**src/rtl/serial_digit_adder.sv**
```systemverilog
// -----------------------------------------------------------------------------
// serial_digit_adder
//   Multi-cycle adder computing a + b + cin over WIDTH bits. Each clock adds
//   DIGIT bits through one (DIGIT+1)-bit adder slice, and a registered carry
//   links the digits. The operation takes NDIG = WIDTH/DIGIT RUN cycles and
//   then one DONE cycle. Area is traded for latency.
//
// Ports
//   clk    in   1      rising-edge clock
//   rst_n  in   1      asynchronous active-low reset
//   start  in   1      request; accepted only in IDLE or DONE
//   a, b   in   WIDTH  operands; latched on the accepting edge
//   cin    in   1      carry-in; latched on the accepting edge
//   busy   out  1      addition in progress (RUN)
//   done   out  1      single-cycle pulse; sum/cout/ovf are valid
//   sum    out  WIDTH  result bits
//   cout   out  1      carry out of the MSB
//   ovf    out  1      signed overflow (carry into MSB ^ carry out of MSB)
// -----------------------------------------------------------------------------
module serial_digit_adder #(
  parameter int WIDTH = 8,
  parameter int DIGIT = 2
) (
  input  logic             clk,
  input  logic             rst_n,
  input  logic             start,
  input  logic [WIDTH-1:0] a,
  input  logic [WIDTH-1:0] b,
  input  logic             cin,
  output logic             busy,
  output logic             done,
  output logic [WIDTH-1:0] sum,
  output logic             cout,
  output logic             ovf
);

  localparam int NDIG = WIDTH / DIGIT;
  localparam int CW   = (NDIG > 1) ? $clog2(NDIG) : 1;
  localparam logic [CW-1:0] LAST = CW'(NDIG - 1);

  generate
    if (WIDTH < 1 || DIGIT < 1 || (WIDTH % DIGIT) != 0) begin : g_param_check
      $error("serial_digit_adder: WIDTH must be >= 1 and a multiple of DIGIT");
    end
  endgenerate

  typedef enum logic [1:0] {
    S_IDLE = 2'd0,
    S_RUN  = 2'd1,
    S_DONE = 2'd2
  } state_t;

  state_t           state_q, state_d;
  logic [WIDTH-1:0] a_q, a_d;
  logic [WIDTH-1:0] b_q, b_d;
  logic [WIDTH-1:0] sum_q, sum_d;
  logic             carry_q, carry_d;
  logic             cout_q, cout_d;
  logic             ovf_q, ovf_d;
  logic [CW-1:0]    cnt_q, cnt_d;

  // One-hot decode of the digit counter, shared by the operand mux and the
  // sum write-back.
  logic [NDIG-1:0] dig_sel;
  generate
    for (genvar gi = 0; gi < NDIG; gi++) begin : g_dig_sel
      assign dig_sel[gi] = (cnt_q == CW'(gi));
    end
  endgenerate

  // Current digit of each operand.
  logic [DIGIT-1:0] a_cur, b_cur;
  always_comb begin
    a_cur = '0;
    b_cur = '0;
    for (int i = 0; i < NDIG; i++) begin
      if (dig_sel[i]) begin
        a_cur = a_q[i*DIGIT +: DIGIT];
        b_cur = b_q[i*DIGIT +: DIGIT];
      end
    end
  end

  // The slice is one bit wider than a digit; its MSB is the next carry.
  logic [DIGIT:0] slice;
  logic           msb_carry_in;
  assign slice = {1'b0, a_cur} + {1'b0, b_cur} + {{DIGIT{1'b0}}, carry_q};
  // On the last digit, the carry into the result MSB is recovered from the
  // MSB sum bit: s = a ^ b ^ c_in, hence c_in = a ^ b ^ s.
  assign msb_carry_in = a_cur[DIGIT-1] ^ b_cur[DIGIT-1] ^ slice[DIGIT-1];

  always_comb begin
    state_d = state_q;
    a_d     = a_q;
    b_d     = b_q;
    sum_d   = sum_q;
    carry_d = carry_q;
    cout_d  = cout_q;
    ovf_d   = ovf_q;
    cnt_d   = cnt_q;

    case (state_q)
      S_IDLE, S_DONE: begin
        if (start) begin
          a_d     = a;
          b_d     = b;
          carry_d = cin;
          cnt_d   = '0;
          state_d = S_RUN;
        end else begin
          state_d = S_IDLE;
        end
      end

      S_RUN: begin
        for (int i = 0; i < NDIG; i++) begin
          if (dig_sel[i]) begin
            sum_d[i*DIGIT +: DIGIT] = slice[DIGIT-1:0];
          end
        end
        carry_d = slice[DIGIT];
        cnt_d   = cnt_q + CW'(1);
        if (cnt_q == LAST) begin
          cout_d  = slice[DIGIT];
          ovf_d   = msb_carry_in ^ slice[DIGIT];
          cnt_d   = '0;
          state_d = S_DONE;
        end
      end

      default: state_d = S_IDLE;
    endcase
  end

  always_ff @(posedge clk or negedge rst_n) begin
    if (!rst_n) begin
      state_q <= S_IDLE;
      a_q     <= '0;
      b_q     <= '0;
      sum_q   <= '0;
      carry_q <= 1'b0;
      cout_q  <= 1'b0;
      ovf_q   <= 1'b0;
      cnt_q   <= '0;
    end else begin
      state_q <= state_d;
      a_q     <= a_d;
      b_q     <= b_d;
      sum_q   <= sum_d;
      carry_q <= carry_d;
      cout_q  <= cout_d;
      ovf_q   <= ovf_d;
      cnt_q   <= cnt_d;
    end
  end

  assign busy = (state_q == S_RUN);
  assign done = (state_q == S_DONE);
  assign sum  = sum_q;
  assign cout = cout_q;
  assign ovf  = ovf_q;

endmodule

```
**config.mk**
```make
export PLATFORM = sky130hd
export DESIGN_NAME = serial_digit_adder
export DESIGN_NICKNAME = d
export VERILOG_FILES = /design/src/rtl/serial_digit_adder.sv
export SDC_FILE = /design/constraint.sdc
export NUM_CORES = 1
export LEC_CHECK = 0
export CORE_AREA = 3 3 47 92
export DETAILED_ROUTE_END_ITERATION = 12
export DIE_AREA = 0 0 50 95
export GPL_TIMING_DRIVEN = 0
export PLACE_DENSITY = 0.64
export RECOVER_POWER = 25
export REMOVE_ABC_BUFFERS = 1
export SLEW_MARGIN = 30
export SYNTH_ARGS = -nofsm -noshare
export SYNTH_HDL_FRONTEND = slang
export SYNTH_SLANG_ARGS = --single-unit
export TNS_END_PERCENT = 20
```
**constraint.sdc**
```tcl
create_clock -name clk -period 2.6 [get_ports clk]
set_input_delay 0.78 -clock clk [delete_from_list [all_inputs] [get_ports clk]]
set_output_delay 0.78 -clock clk [all_outputs]
set_load 0.01 [all_outputs]
```
==> impl_metrics.toml, run 1 <==
[run_status]
status = "finished, violations left"
violations = "max-capacitance violations, max-slew violations"

[run]
cap_violations = 1

[min_path]
hold_class = "register to register"
hold_path_startpoint = "a_q[1]"
hold_end = "a_q[1]"
whs_path_depth = 2

[global_routing]
antenna_found_initial = 0
grtUsageMet1_pct = 13.5
grt_pass1_vias = 1124
grt_pass1_wl_um = 5080
met2_usage_pct = 27.4
grt-busiest-layer = "met2"
overflow = 0
met3_usage_pct = 4.27
grt_max_degree = 32
track_usage_pct = 14.6

[drt]
routed_wl_um = 2950
dr.first_iter.drc_count = 9
detail_route.wl_per_cell_um = 12.8
drc = 0
via_count = 1115
dr.pass1.iters = 4
drtAntennaViolNets = 0
vias_per_cell = 4.83

[synth]
syn_area_per_cell_sq_um = 10.0
yosys-top-cells-area = "dfrtp_1, nand2_1, ha_1, o21ai_0, mux2_1"
ys_seq_elements = 31
seq_area_frac_synth_pct = 52.9
synth_edf_count = 0
synth_common_cells = "nand2_1, dfrtp_1, o21ai_0, a21oi_1, inv_1"
synth_cell_types = 27
synth_ff_type = "dfrtp_1"
async_flop_share_pct = 100
yosysWarningCount = 0
synth_cells = 146
synth_area_sq_mm = 0.00147
yosysTopAreaCell = "dfrtp_1"
synth_top_area_share_pct = 52.9
synth_most_common_cell = "nand2_1"

[sta]
hold_viol = 0
fin_ws_ns = 0.125
finalCritPeriodShare_pct = 95.2
period_needed_ns = 2.48
finalMaxSlewViolations = 32
fmaxAchievable_ghz = 0.404
slew_headroom_pct = -8.07
finalSetupViolCount = 0
tightest_slew_ns = 1.62
skew_ns = 0.00584

[die]
die_w_um = 50
die_h_um = 95
dieArea_sq_mm = 0.00475
rows = 31
core_sq_mm = 0.00368
start_util_pct = 39.8
top_level_ports = 32

[worst_setup_path]
crit_required_ns = 2.76
cp_max_fo = 11
critPathSlowestCell = "fa_2"
worstPathArrival_ns = 2.63
crit_path_end_kind = "register"
reg2regPathDepth = 7
crit_type = "register to register"
r2r-start = "cnt_q[1]"
start_kind = "register"
crit_chain = "buf_4 -> ha_1 -> a21oi_1 -> a22o_1 -> fa_2 -> fa_2 -> mux2_1"
critPathMaxStageDelay_ns = 0.51
critPathBufInv = 1
reg2reg_to = "sum[3]"
cp_top_family = "adder cells"
regToRegSetupSlack_ns = 0.12
critPathMostFrequentCell = "fa_2"

[pwr]
leakagePower_nw = 0.907
ir_worst_vdd_mv = 0.515
power_density_mw_per_mm2 = 1440
power_w = 0.00283

[clock_tree]
htree_levels = 2
cts_buffer_depth = 2
clock_sinks = 31
clockRootBuffer = "clkbuf_8"
cts_buffers = 5
clk_pin_slew_ns = 0.07
worstSkewPairLatency_ns = 0.28
cts_tree = "done"

[placement]
portBuffers = 31
gp_congestion = 0.763
pre_cts_slack_ns = -0.173
dpl.hpwl_um = 2210
dp_cells = 220

[finish]
fin_util_pct = 53.4
finalNonFillerCells = 231
diodes = 0
nets = 208
drive_gt1_share_pct = 15.4
area_growth_pct = 34.1
==> sequential cells by signal (all words and copies together), names as in the netlist <==
signal,cells
a_q,8
b_q,8
carry_q,1
cnt_q,2
cout,1
ovf,1
state_q,2
sum,8
==> power by group <==
group | internal, W | total (W) | switching [W]
clock | 0.000241 | 0.000412 | 0.000171
combinational | 0.000804 | 0.00156 | 0.000752
sequential | 0.000727 | 0.000860 | 0.000133
==> cell usage in the layout, fill, tap and decap left out, drive strengths merged <==
| cell type | netlist | final |
|---|---|---|
| a21oi | 8 | 8 |
| a22o | 4 | 4 |
| a31oi | 1 | 1 |
| and2b | 1 | 1 |
| buf | 5 | 3 |
| clkbuf | 1 | 9 |
| clkdlybuf4s50 | 0 | 30 |
| dfrtp | 31 | 31 |
| fa | 2 | 2 |
| ha | 5 | 5 |
| inv | 8 | 8 |
| mux2 | 9 | 9 |
| nand2 | 51 | 51 |
| nand2b | 2 | 2 |
| nand3 | 1 | 1 |
| nand3b | 1 | 1 |
| nor2 | 1 | 1 |
| nor2b | 1 | 1 |
| o21ai | 10 | 10 |
| o31ai | 2 | 2 |
| xnor2 | 1 | 1 |
| xor2 | 1 | 1 |
==> worst min-delay path: stages, from the launching register on <==
cell and delay (ns):
dfrtp_1 0.34, nand2_1 0.05, nand2_1 0.05
==> area by class of cell <==
class | instances | area [sq um]
sequential | 31 | 777
clock buffer | 8 | 100
tap | 49 | 61.3
fill | 327 | 1720
multi-input combinational | 101 | 667
timing repair buffer | 34 | 327
inverter | 8 | 35.0
==> metal layers <==
layer | wire (um) | vias up
met2 | 1700 | 27
met5 | 0 | -
met3 | 111 | 6
met4 | 78 | 0
li1 | - | 538
met1 | 1070 | 544
==> kinds of logic (layout without fill, tap and decap cells) <==
family	after synthesis	count (layout)	synth area share [%]
AOI/OAI and AO/OA	25	25	9.98
xor gates and xnor gates	2	2	1.19
adders and majority gates	7	7	7.00
buffers and inverters	14	50	4.52
DFF	31	31	52.9
muxes	9	9	7.42
and+or+nand+nor	58	58	17.0
==> stage by stage <==
stage / hold WS [ns] / setup TNS, ns / area, sq um
6_report: 0.477 / 0 / 1970
5_1_grt: 0.505 / -0.00259 / 1970
4_1_cts: 0.480 / 0 / 1930
3_5_place_dp: 0.463 / -0.792 / 1800
3_3_place_gp: 0.459 / -1.64 / 1810
2_1_floorplan: 0.446 / 0 / 1440
==> repair_timing <==
item,in CTS,in global routing
setup endpoints to repair,6,5
buffers inserted,1,2
hold buffers,0,0
gates resized for setup,5,5
pin swaps,2,3
==> worst max-delay path by stage <==
stage | from | endpoint | slack (ns) | cells past startpoint
detailed placement | cnt_q[0] | ovf | -0.17 | 10
finish | cnt_q[1] | sum[3] | 0.12 | 7
CTS | cnt_q[1] | ovf | 0.04 | 9
global placement | start | carry_q | -0.16 | 4
floorplan | cnt_q[0] | sum[3] | 0.09 | 8
global route | cnt_q[1] | ovf | -0.003 | 9
(Power assumes the default switching activity.)
==> inputs of run 2 (changes only) <==
--- a/config.mk
+++ b/config.mk
@@ -5,6 +5,7 @@
 export SDC_FILE = /design/constraint.sdc
 export NUM_CORES = 1
 export LEC_CHECK = 0
+export CAP_MARGIN = 0
 export CORE_AREA = 3 3 47 92
 export DETAILED_ROUTE_END_ITERATION = 12
 export DIE_AREA = 0 0 50 95
==> results of run 2 <==
No change in the layout: final DEF, timing and power equal those of run 1.
